$ cat src/rtl/bouncing_box_renderer.sv
// -----------------------------------------------------------------------------
// bouncing_box_renderer
//
// Pixel-colour source that sits just upstream of the VGA driver. It draws a
// solid rectangle over a background colour. Once per frame it moves the
// rectangle one step, bounces it off the screen edges, counts the bounces and
// flashes the rectangle for a few frames after each bounce.
//
// Ports:
//   clk_25mhz    in   1   pixel clock
//   reset        in   1   synchronous, active-high
//   pixel_x      in  10   x of the pixel being drawn
//   pixel_y      in  10   y of the pixel being drawn
//   active       in   1   high during the visible area
//   move_en      in   1   high: rectangle moves each frame; low: frozen
//   bg_color     in   8   background colour (RRRGGGBB)
//   color_out    out  8   registered pixel colour (one cycle latency)
//   frame_tick   out  1   one-cycle pulse once per frame
//   box_x        out 10   rectangle left edge
//   box_y        out 10   rectangle top edge
//   bounce_count out  8   total bounces, wraps at 256
// -----------------------------------------------------------------------------
module bouncing_box_renderer #(
  parameter int          H_ACTIVE     = 640,
  parameter int          V_ACTIVE     = 480,
  parameter int          BOX_W        = 32,
  parameter int          BOX_H        = 32,
  parameter int          STEP         = 2,
  parameter logic [7:0]  BOX_COLOR    = 8'hE0,
  parameter logic [7:0]  FLASH_COLOR  = 8'hFF,
  parameter int          FLASH_FRAMES = 8
) (
  input  logic       clk_25mhz,
  input  logic       reset,
  input  logic [9:0] pixel_x,
  input  logic [9:0] pixel_y,
  input  logic       active,
  input  logic       move_en,
  input  logic [7:0] bg_color,
  output logic [7:0] color_out,
  output logic       frame_tick,
  output logic [9:0] box_x,
  output logic [9:0] box_y,
  output logic [7:0] bounce_count
);

  // All position arithmetic is done 11 bits wide so sums never wrap.
  localparam logic [10:0] X_MAX      = 11'(H_ACTIVE - BOX_W);
  localparam logic [10:0] Y_MAX      = 11'(V_ACTIVE - BOX_H);
  localparam logic [10:0] STEP_W     = 11'(STEP);
  localparam logic [10:0] BOX_W_W    = 11'(BOX_W);
  localparam logic [10:0] BOX_H_W    = 11'(BOX_H);
  localparam logic [9:0]  X_INIT     = 10'((H_ACTIVE - BOX_W) / 2);
  localparam logic [9:0]  Y_INIT     = 10'((V_ACTIVE - BOX_H) / 2);
  localparam logic [9:0]  LAST_X     = 10'(H_ACTIVE - 1);
  localparam logic [9:0]  LAST_Y     = 10'(V_ACTIVE - 1);
  localparam logic [7:0]  FLASH_INIT = 8'(FLASH_FRAMES);

  logic [7:0] color_q, color_d;
  logic       frame_tick_q, frame_tick_d;
  logic       detect_q, detect_d;
  logic [9:0] box_x_q, box_x_d;
  logic [9:0] box_y_q, box_y_d;
  logic       dir_x_q, dir_x_d;   // 1 = moving right
  logic       dir_y_q, dir_y_d;   // 1 = moving down
  logic [7:0] bounce_count_q, bounce_count_d;
  logic [7:0] flash_q, flash_d;

  logic        detect;
  logic        in_box;
  logic [10:0] x_sum, y_sum;
  logic [9:0]  step_x, step_y;
  logic        step_dir_x, step_dir_y;
  logic        hit_x, hit_y;
  logic        bounce;

  // Last visible pixel of the frame; the tick fires on its rising edge only so
  // a held input produces a single pulse until the condition drops again.
  always_comb begin
    detect       = active && (pixel_x == LAST_X) && (pixel_y == LAST_Y);
    detect_d     = detect;
    frame_tick_d = detect && !detect_q;
  end

  // Colour for the pixel currently presented, registered at the next edge.
  always_comb begin
    in_box = ({1'b0, pixel_x} >= {1'b0, box_x_q}) &&
             ({1'b0, pixel_x} <  ({1'b0, box_x_q} + BOX_W_W)) &&
             ({1'b0, pixel_y} >= {1'b0, box_y_q}) &&
             ({1'b0, pixel_y} <  ({1'b0, box_y_q} + BOX_H_W));
    if (!active) begin
      color_d = 8'h00;
    end else if (in_box) begin
      color_d = (flash_q != 8'd0) ? FLASH_COLOR : BOX_COLOR;
    end else begin
      color_d = bg_color;
    end
  end

  // Candidate next position per axis, with clamping against the screen edge
  // so the rectangle never leaves the visible area.
  always_comb begin
    x_sum      = {1'b0, box_x_q} + STEP_W;
    step_x     = box_x_q;
    step_dir_x = dir_x_q;
    hit_x      = 1'b0;
    if (dir_x_q) begin
      if (x_sum >= X_MAX) begin
        step_x     = X_MAX[9:0];
        step_dir_x = 1'b0;
        hit_x      = 1'b1;
      end else begin
        step_x = x_sum[9:0];
      end
    end else begin
      if ({1'b0, box_x_q} <= STEP_W) begin
        step_x     = 10'd0;
        step_dir_x = 1'b1;
        hit_x      = 1'b1;
      end else begin
        step_x = box_x_q - STEP_W[9:0];
      end
    end

    y_sum      = {1'b0, box_y_q} + STEP_W;
    step_y     = box_y_q;
    step_dir_y = dir_y_q;
    hit_y      = 1'b0;
    if (dir_y_q) begin
      if (y_sum >= Y_MAX) begin
        step_y     = Y_MAX[9:0];
        step_dir_y = 1'b0;
        hit_y      = 1'b1;
      end else begin
        step_y = y_sum[9:0];
      end
    end else begin
      if ({1'b0, box_y_q} <= STEP_W) begin
        step_y     = 10'd0;
        step_dir_y = 1'b1;
        hit_y      = 1'b1;
      end else begin
        step_y = box_y_q - STEP_W[9:0];
      end
    end
  end

  // Frame update happens at the edge that ends the tick cycle, so the new
  // position is first drawn in the following frame. The flash counter keeps
  // running when frozen; a corner hit still counts as a single bounce.
  always_comb begin
    box_x_d        = box_x_q;
    box_y_d        = box_y_q;
    dir_x_d        = dir_x_q;
    dir_y_d        = dir_y_q;
    bounce_count_d = bounce_count_q;
    flash_d        = flash_q;
    bounce         = move_en && (hit_x || hit_y);
    if (frame_tick_q) begin
      if (move_en) begin
        box_x_d = step_x;
        box_y_d = step_y;
        dir_x_d = step_dir_x;
        dir_y_d = step_dir_y;
      end
      if (bounce) begin
        bounce_count_d = bounce_count_q + 8'd1;
        flash_d        = FLASH_INIT;
      end else if (flash_q != 8'd0) begin
        flash_d = flash_q - 8'd1;
      end
    end
  end

  always_ff @(posedge clk_25mhz) begin
    if (reset) begin
      color_q        <= 8'h00;
      frame_tick_q   <= 1'b0;
      detect_q       <= 1'b0;
      box_x_q        <= X_INIT;
      box_y_q        <= Y_INIT;
      dir_x_q        <= 1'b1;
      dir_y_q        <= 1'b1;
      bounce_count_q <= 8'd0;
      flash_q        <= 8'd0;
    end else begin
      color_q        <= color_d;
      frame_tick_q   <= frame_tick_d;
      detect_q       <= detect_d;
      box_x_q        <= box_x_d;
      box_y_q        <= box_y_d;
      dir_x_q        <= dir_x_d;
      dir_y_q        <= dir_y_d;
      bounce_count_q <= bounce_count_d;
      flash_q        <= flash_d;
    end
  end

  assign color_out    = color_q;
  assign frame_tick   = frame_tick_q;
  assign box_x        = box_x_q;
  assign box_y        = box_y_q;
  assign bounce_count = bounce_count_q;

endmodule
$ cat config.mk
export PLATFORM = sky130hd
export DESIGN_NAME = bouncing_box_renderer
export DESIGN_NICKNAME = d
export VERILOG_FILES = /design/src/rtl/bouncing_box_renderer.sv
export SDC_FILE = /design/constraint.sdc
export NUM_CORES = 1
export LEC_CHECK = 0
export CAP_MARGIN = 10
export CORE_MARGIN = 3
export CORE_UTILIZATION = 45
export CTS_CLUSTER_DIAMETER = 120
export DETAILED_ROUTE_END_ITERATION = 10
export HOLD_SLACK_MARGIN = 0.1
export PLACE_DENSITY = 0.78
export REMOVE_ABC_BUFFERS = 1
export SYNTH_ARGS = -nofsm -noshare
export SYNTH_HDL_FRONTEND = slang
export SYNTH_SLANG_ARGS = --single-unit
$ cat constraint.sdc
create_clock -name clk_25mhz -period 6.5 [get_ports clk_25mhz]
set_input_delay 0.65 -clock clk_25mhz [delete_from_list [all_inputs] [get_ports clk_25mhz]]
set_output_delay 0.65 -clock clk_25mhz [all_outputs]
set_load 0.005 [all_outputs]
; ---- Word-level counts from Yosys, hierarchy flattened
; Cells that the tools add are included.
[op_classes]
add_sub_neg = 8
order_cmp = 8
n_eq_ne = 2
muxes = 20
bitwise = 1
n_reduce_logical = 15
[op_table]
columns = op, n
row1 = $mux 10, 6
row2 = $mux 8, 3
row3 = $add 10x2->11 const B, 2
row4 = $add 10x6->11 const B, 2
row5 = $lt 10x11->1, 2
row6 = $ge 10x10->1, 2
row7 = $le 10x2->1 const B, 2
row8 = $sub 10x2->10 const B, 2
row9 = $ge 11x10->1 const B, 1
row10 = $ge 11x9->1 const B, 1
row11 = $eq 10x10->1 const B, 1
row12 = $eq 10x9->1 const B, 1
row13 = $mux 1, 10
row14 = $add 8x1->8 const B, 1
row15 = $reduce_bool 8->1, 1
row16 = $sub 8x1->8 const B, 1
row17 = $logic_and 1x1->1, 7
row18 = $reduce_and 2->1, 3
row19 = $mux 5, 1
row20 = $reduce_bool 2->1, 1
row21 = $reduce_or 2->1, 1
row22 = $logic_not 1->1, 1
row23 = $logic_or 1x1->1, 1
row24 = $not 1->1, 1
[word_totals]
register_bits = 48
inputBits = 32
output_inout_bits = 37
word_cells = 63

; ---- Depth between registers and ports, before layout
; Gate-level depths: netlist of the first run.
[depth]
depth_word = 8
depth_mapped = 12
ltp_nobuf = 10

; ---- Worst setup path before layout of the first run
; Ideal clock, no wire load.
[synth_timing]
kind = register -> register
start = register box_x_q[5], in the netlist box_x[5]
end = register bounce_count_q[0], in the netlist bounce_count[0]
setup_time_ps = 123
t_arrival_ps = 2550
required_ps = 6377
setup_slack_ps = 3826
path_stages_with_launch = 10
path_buffers = 1
synth_period_minus_slack_ps = 2674
cell_sequence = dfxtp_1 > clkbuf_1 > inv_1 > ha_1 > or4bb_1 > o31a_1 > o41ai_4 > o211ai_4 > a21oi_4 > mux2_1
[synth_between]
elab_chain_cells = 7
elab_cells_between_ends = 9
classes_between = add/sub: 1 / order compare: 2 / mux: 3 / reduce/logical: 3
[synth_lines]
columns = element, line_no
row1 = from (decl), 62  ; logic [9:0] box_x_q, box_x_d;
row2 = from (signal assigned), 190  ; box_x_q <= box_x_d;
row3 = $add 10x2->11, 103  ; x_sum = {1'b0, box_x_q} + STEP_W;
row4 = $ge 11x10->1, 108  ; if (x_sum >= X_MAX) begin
row5 = $mux 1, 108
row6 = $mux 1 *, 107  ; if (dir_x_q) begin
row7 = $logic_or 1x1->1 *, 158  ; bounce = move_en && (hit_x || hit_y);
row8 = $logic_and 1x1->1 *, 158
row9 = $reduce_and 2->1 (no source line) *, n/a
row10 = to (signal assigned), 194  ; bounce_count_q <= bounce_count_d;
row11 = to (decl), 66  ; logic [7:0] bounce_count_q, bounce_count_d;
; Mark *: on every way between the ends. The rest lies on a longest branch, timed or not.
; A chain may end at the register's enable or synchronous reset.

; ---- Worst setup path after layout of the first run
[layout_timing]
start = register box_x_q[1], in the netlist box_x[1]
end = register bounce_count_q[0], in the netlist bounce_count[0]
; The elaborated chain is that of the path after synthesis.

==> reports/summary.txt, run 1 <==
TritonCTS clock tree -> built
post-synthesis instance total -> 474
min Tclk post-route -> 3.29 ns
Routed Antenna Nets -> 0
most common cell after layout, fill and taps aside -> clkdlybuf4s50_1
core footprint -> 0.00793 mm²
latest clock arrival within the worst-skew pair -> 0.31 ns
Die Ht -> 97.6 µm
Routed met3 length -> 863 µm
leakage -> 1.66 nW
clock transition at the registers of the reported paths -> 0.09 ns
Met2 Wirelength -> 5.08 mm
TNS Setup -> 0 ns
Max Clock Freq -> 0.304 GHz
Synth Area in Compound Gates -> 26.4%
DRC viols -> 0
max incr delay on CP -> 0.79 ns
most frequent cells in the layout -> clkdlybuf4s50_1 (66), dfxtp_1 (46), ha_1 (42), nand2_1 (30), o21ai_0 (29)
Power Dens Cells -> 118 mW/mm²
gpl congestion -> 0.950
Main synth FF type -> dfxtp_1
fin. max-slew vios -> 0
Seq/Total Area, Yosys -> 24.4%
Mapped Avg Cell Area -> 7.96 µm²
Inserted Clock Buffers -> 5
RSZ-0062 raised after global routing -> false
Critical Path Slowest Stage Cell -> o41ai_4
Root Buffer -> clkbuf_8
grt total ovfl -> 0
largest family of logic cells by synthesized area -> compound AO/OA/AOI/OAI gates
Yosys cell types -> 66
via count -> 3,847
worst path cell trace -> ha_1 -> or4bb_1 -> o31a_1 -> o41ai_4 -> o211ai_4 -> a21oi_4 -> mux2_1
Relative slew margins -> 34.7%
WL/cell -> 17.0 µm
CP required -> 6.70 ns
Max rail drop VDD -> 0.0985 mV
wl on met1 -> 4.37 mm
Crit Path Category -> reg2reg
n_diodes -> 0
CTS H-tree lvls -> 2
Clock Tree Buf Depth -> 2
CP Max Fanout -> 18
ys async rst share -> 0%
Post-Route WL -> 10.6 mm
#FFs+latches synth -> 46
final setup fails -> 0
top post-synthesis cells by area -> dfxtp_1 (24%), ha_1 (14%), o21ai_0 (3.8%)
Setup Skew -> 0.00724 ns
DR pass1 iterations -> 6
Adder-Cell Fraction of Synth Area -> 13.9%
hold_buf cts -> 0
first-pass GRT wire length -> 17.6 mm
Startpoint Class -> flop
Post-CTS Setup Inserts -> 0
DRT iter0 DRCs -> 235
Worst Path Buf+Inv -> 0
number of flops mapped to enable cells by yosys -> 0
crit share post-route -> 50.6%
slew of the pin with the lowest slew margin -> 0.976 ns
Clock Sinks -> 46
status -> finished, final reports clean
Die Area -> 0.00952 mm²
initial antenna violation count -> 0
Row Count -> 32
total power -> 0.535 mW
Port Buf Inserts -> 66
area grow syn2layout -> 20.3%
Synth Area in Simple Gates -> 23.2%
mux share of post-synthesis cell area -> 2.35%
HPWL Detailed -> 7.82 mm
worst hold-check path type -> reg2reg
Top delay family on crit path -> compound AO/OA/AOI/OAI gates
Max Used Layer -> met4
Yosys top cell by area -> dfxtp_1
xor/xnor share of the synthesized area -> 3.48%
largest net degree at the start of global routing -> 39
IO Pins -> 69
Yosys warnings -> 0
CP arrival -> 3.49 ns
Starting Density -> 47.6%
layout cells sized above 1 -> 4.22%
fill count -> 734
Final Hold Fails -> 0
mean number of vias per cell -> 6.17
post_cts resized -> 0
Total Nets Final -> 594
post-synth top area share -> 24.4%
crit end category -> flop
hold_ws -> 0.404 ns
vias in the first global route -> 3,687
Synth Cell Area -> 0.00377 mm²
Die Wd -> 97.6 µm
GRT Overall Usage -> 21.8%
max cap viols -> 0
cell usage after synthesis, drive strengths merged (2+ instances only):
cell     count
dfxtp       46
ha          42
o21ai       32
nand2       30
a21oi       29
inv         26
nor2        26
clkbuf      25
nor3        25
nand3       20
o21a        19
nor2b       11
nand4       10
xnor2       10
a211oi       9
a31oi        7
mux2         7
nand4b       7
a2111oi      5
a221oi       5
and2         5
and3         5
buf          5
nor4         5
xor2         5
o211ai       4
o221ai       4
or4          4
a21o         3
a311oi       3
and4         3
nand2b       3
o22ai        3
o31ai        3
a41oi        2
nand3b       2
nor3b        2
o211a        2
o41ai        2
or4bb        2
power breakdown:
part | switching (mW) | leakage, nW | internal [mW]
sequential | 0.00248 | 0.372 | 0.285
combinational | 0.0306 | 1.24 | 0.0357
clock | 0.105 | 0.0452 | 0.0762
total | 0.138 | 1.66 | 0.396
cell families after synthesis:
family                     after synthesis
other                                    1
buffers and inverters                   57
and+or+nand+nor                        163
adders and majority gates               42
AOI/OAI and AO/OA                      142
DFF                                     46
muxes                                    8
xor gates and xnor gates                15
metrics by stage:
step / instance area, µm² / std cells / setup WS, ns / util [%]
detailed placement: 4450 / 615 / 3.26 / 56.2
CTS: 4540 / 623 / 3.26 / 57.3
global route: 4540 / 623 / 3.03 / 57.3
global placement: 4450 / 615 / 3.36 / 56.2
floorplan: 3650 / 445 / 3.67 / -
finish: 4540 / 623 / 3.21 / 57.3
path summary, 6_finish.rpt:
kind                          from                      endpoint  slack [ns]  cells past startpoint
max          box_x[1]$_SDFFE_PP0P_  bounce_count[0]$_SDFFE_PP0P_        3.21                      7
min            detect_q$_SDFF_PP0_         frame_tick$_SDFF_PP0_        0.40                      1
max reg2reg  box_x[1]$_SDFFE_PP0P_  bounce_count[0]$_SDFFE_PP0P_        3.21                      7
min reg2reg    detect_q$_SDFF_PP0_         frame_tick$_SDFF_PP0_        0.40                      1
area by class of cell:
type | instances | area [µm²] | area share (%)
timing repair buffer | 68 | 676 | 14.9
inverter | 27 | 101 | 2.23
multi-input combinational | 372 | 2630 | 57.9
sequential | 46 | 921 | 20.3
clock buffer | 6 | 72.6 | 1.60
clock inverter | 2 | 13.8 | 0.303
tap | 102 | 128 | 2.81
metal layers:
layer  vias to the layer above  track usage [%]
met5                         -                0
met4                         0             6.82
met3                        25             3.23
met2                       197             37.3
met1                      1764             28.2
li1                       1861                -
state kept, by name (all words and copies together) (netlist names):
signal	count
color_out	8
detect_q	1
flash_q	8
dir_x_q	1
bounce_count	8
frame_tick	1
dir_y_q	1
box_x	9
box_y	9
Note: power is estimated with default switching activity, not from simulation.
==> run 2, diff against run 1 <==
--- a/config.mk
+++ b/config.mk
@@ -11,7 +11,7 @@
 export CTS_CLUSTER_DIAMETER = 120
 export DETAILED_ROUTE_END_ITERATION = 10
 export HOLD_SLACK_MARGIN = 0.1
-export PLACE_DENSITY = 0.78
+export PLACE_DENSITY = 0.81
 export REMOVE_ABC_BUFFERS = 1
 export SYNTH_ARGS = -nofsm -noshare
 export SYNTH_HDL_FRONTEND = slang
==> constraint.sdc (replaced) <==
create_clock -name clk_25mhz -period 2.7 [get_ports clk_25mhz]
set_input_delay 0.27 -clock clk_25mhz [delete_from_list [all_inputs] [get_ports clk_25mhz]]
set_output_delay 0.27 -clock clk_25mhz [all_outputs]
set_load 0.005 [all_outputs]
==> run 2 against run 1 <==
Global-route usage increased by 0.89 points. Clock skew increased by 0.0020 ns. Die area unchanged. Register-to-register slack got worse by 3.2 ns. Design area increased by 6.7%. Utilization increased by 3.9 points. Power increased by 140%. Combinational power increased to 2.6 times the previous value. First-iteration DRC count decreased by 18%.
==> reports/summary.txt, run 2 (same netlist as run 1, synthesis figures left out) <==
final core utilization -> 61.1%
layout cells sized above 1 -> 12.3%
area grow syn2layout -> 28.3%
Max Clock Freq -> 0.376 GHz
max cap viols -> 0
Post-Route WL -> 11.3 mm
Final Hold Fails -> 0
hold_ws -> 0.415 ns
Clock Sinks -> 46
CP required -> 2.93 ns
fin. max-slew vios -> 0
crit end category -> flop
via count -> 4,030
Worst Slack Setup Final -> 0.0424 ns
crit share post-route -> 98.4%
Power Dens Cells -> 270 mW/mm²
TNS Setup -> 0 ns
Starting Density -> 47.6%
min Tclk post-route -> 2.66 ns
Die Ht -> 97.6 µm
gpl congestion -> 0.959
Setup Skew -> 0.00924 ns
grt total ovfl -> 0
Relative slew margins -> 54.1%
latest clock arrival within the worst-skew pair -> 0.31 ns
largest net degree at the start of global routing -> 25
Crit Path Category -> reg2reg
Row Count -> 32
total power -> 1.31 mW
slew of the pin with the lowest slew margin -> 0.683 ns
GRT Overall Usage -> 22.7%
DRC viols -> 0
Routed Antenna Nets -> 0
R2R Setup Slk -> 0.04 ns
Inserted Clock Buffers -> 5
initial antenna violation count -> 0
final instance area -> 0.00484 mm²
mean number of vias per cell -> 6.13
Placed Cells -> 647
Port Buf Inserts -> 66
CTS H-tree lvls -> 2
DRT iter0 DRCs -> 192
Total Nets Final -> 628
HPWL Detailed -> 8.41 mm
Clock Tree Buf Depth -> 2
clock transition at the registers of the reported paths -> 0.10 ns
status -> finished, final reports clean
Startpoint Class -> flop
most frequent cells in the layout -> clkdlybuf4s50_1 (66), ha_1 (42), dfxtp_1 (41), buf_4 (35), nand2_1 (30)
TritonCTS clock tree -> built
dpl ws -> 0.000605 ns
RSZ-0062 raised after global routing -> true
IO Pins -> 69
vias in the first global route -> 3,880
CP arrival -> 2.89 ns
leakage -> 1.83 nW
Die Area -> 0.00952 mm²
n_diodes -> 0
first-pass GRT wire length -> 18.4 mm
DR pass1 iterations -> 5
Die Wd -> 97.6 µm
Non-Filler Instances -> 657
most common cell after layout, fill and taps aside -> clkdlybuf4s50_1
WL/cell -> 17.2 µm
core footprint -> 0.00793 mm²
CP Max Fanout -> 7
worst hold-check path type -> reg2reg
final setup fails -> 0
DP Area -> 0.00469 mm²
Root Buffer -> clkbuf_8
Max rail drop VDD -> 0.205 mV
==> run 2: final timing paths <==
path	cells after the start	start	to
worst min register to register	1	detect_q$_SDFF_PP0_	frame_tick$_SDFF_PP0_
worst max-delay path	7	box_x[5]$_SDFFE_PP1P_	box_x[7]$_SDFFE_PP0P_
worst max register to register	7	box_x[5]$_SDFFE_PP1P_	box_x[7]$_SDFFE_PP0P_
worst min-delay path	1	detect_q$_SDFF_PP0_	frame_tick$_SDFF_PP0_
==> run 2: timing repair <==
item | 4_1_cts | 5_1_grt
resized for setup | 1 | 15
hold endpoints to repair | 0 | 0
pin swaps | 0 | 2
buffers inserted | 0 | 2
endpoints found under the setup margin | 1 | 27
hold buffers | 0 | 0
==> run 2: where the power goes <==
part / leakage [nW] / total [mW] / internal, mW / switching (mW)
clock network: 0.0441 / 0.449 / 0.183 / 0.266
logic: 1.41 / 0.171 / 0.0903 / 0.0804
registers: 0.373 / 0.687 / 0.685 / 0.00209
==> run 2: metal layers <==
| metal | share of wire (%) | vias to the layer above | track usage (%) |
|---|---|---|---|
| met4 | 1.4 | 0 | 5.86 |
| met1 | 42 | 1873 | 29.2 |
| met3 | 7.8 | 23 | 4.52 |
| li1 | - | 1921 | - |
| met5 | 0 | - | 0 |
| met2 | 49 | 213 | 38.7 |
==> run 2: critical path, stage by stage (launching register included) <==
cell and delay (ns):
dfxtp_1 0.51, buf_4 0.20, nand3_1 0.17, o31ai_1 0.38, o311ai_1 0.24, o21ai_1 0.60, o21ai_0 0.21, a311oi_1 0.27
==> run 2: final cells by class <==
cell class / instances / area [µm²]
multi-input cells: 372 / 2660
well taps: 102 / 128
flip-flops and latches: 46 / 927
fillers: 685 / 3080
inverters: 27 / 101
clock buffers: 5 / 68.8
clock inverters: 3 / 21.3
repair buffers: 102 / 935
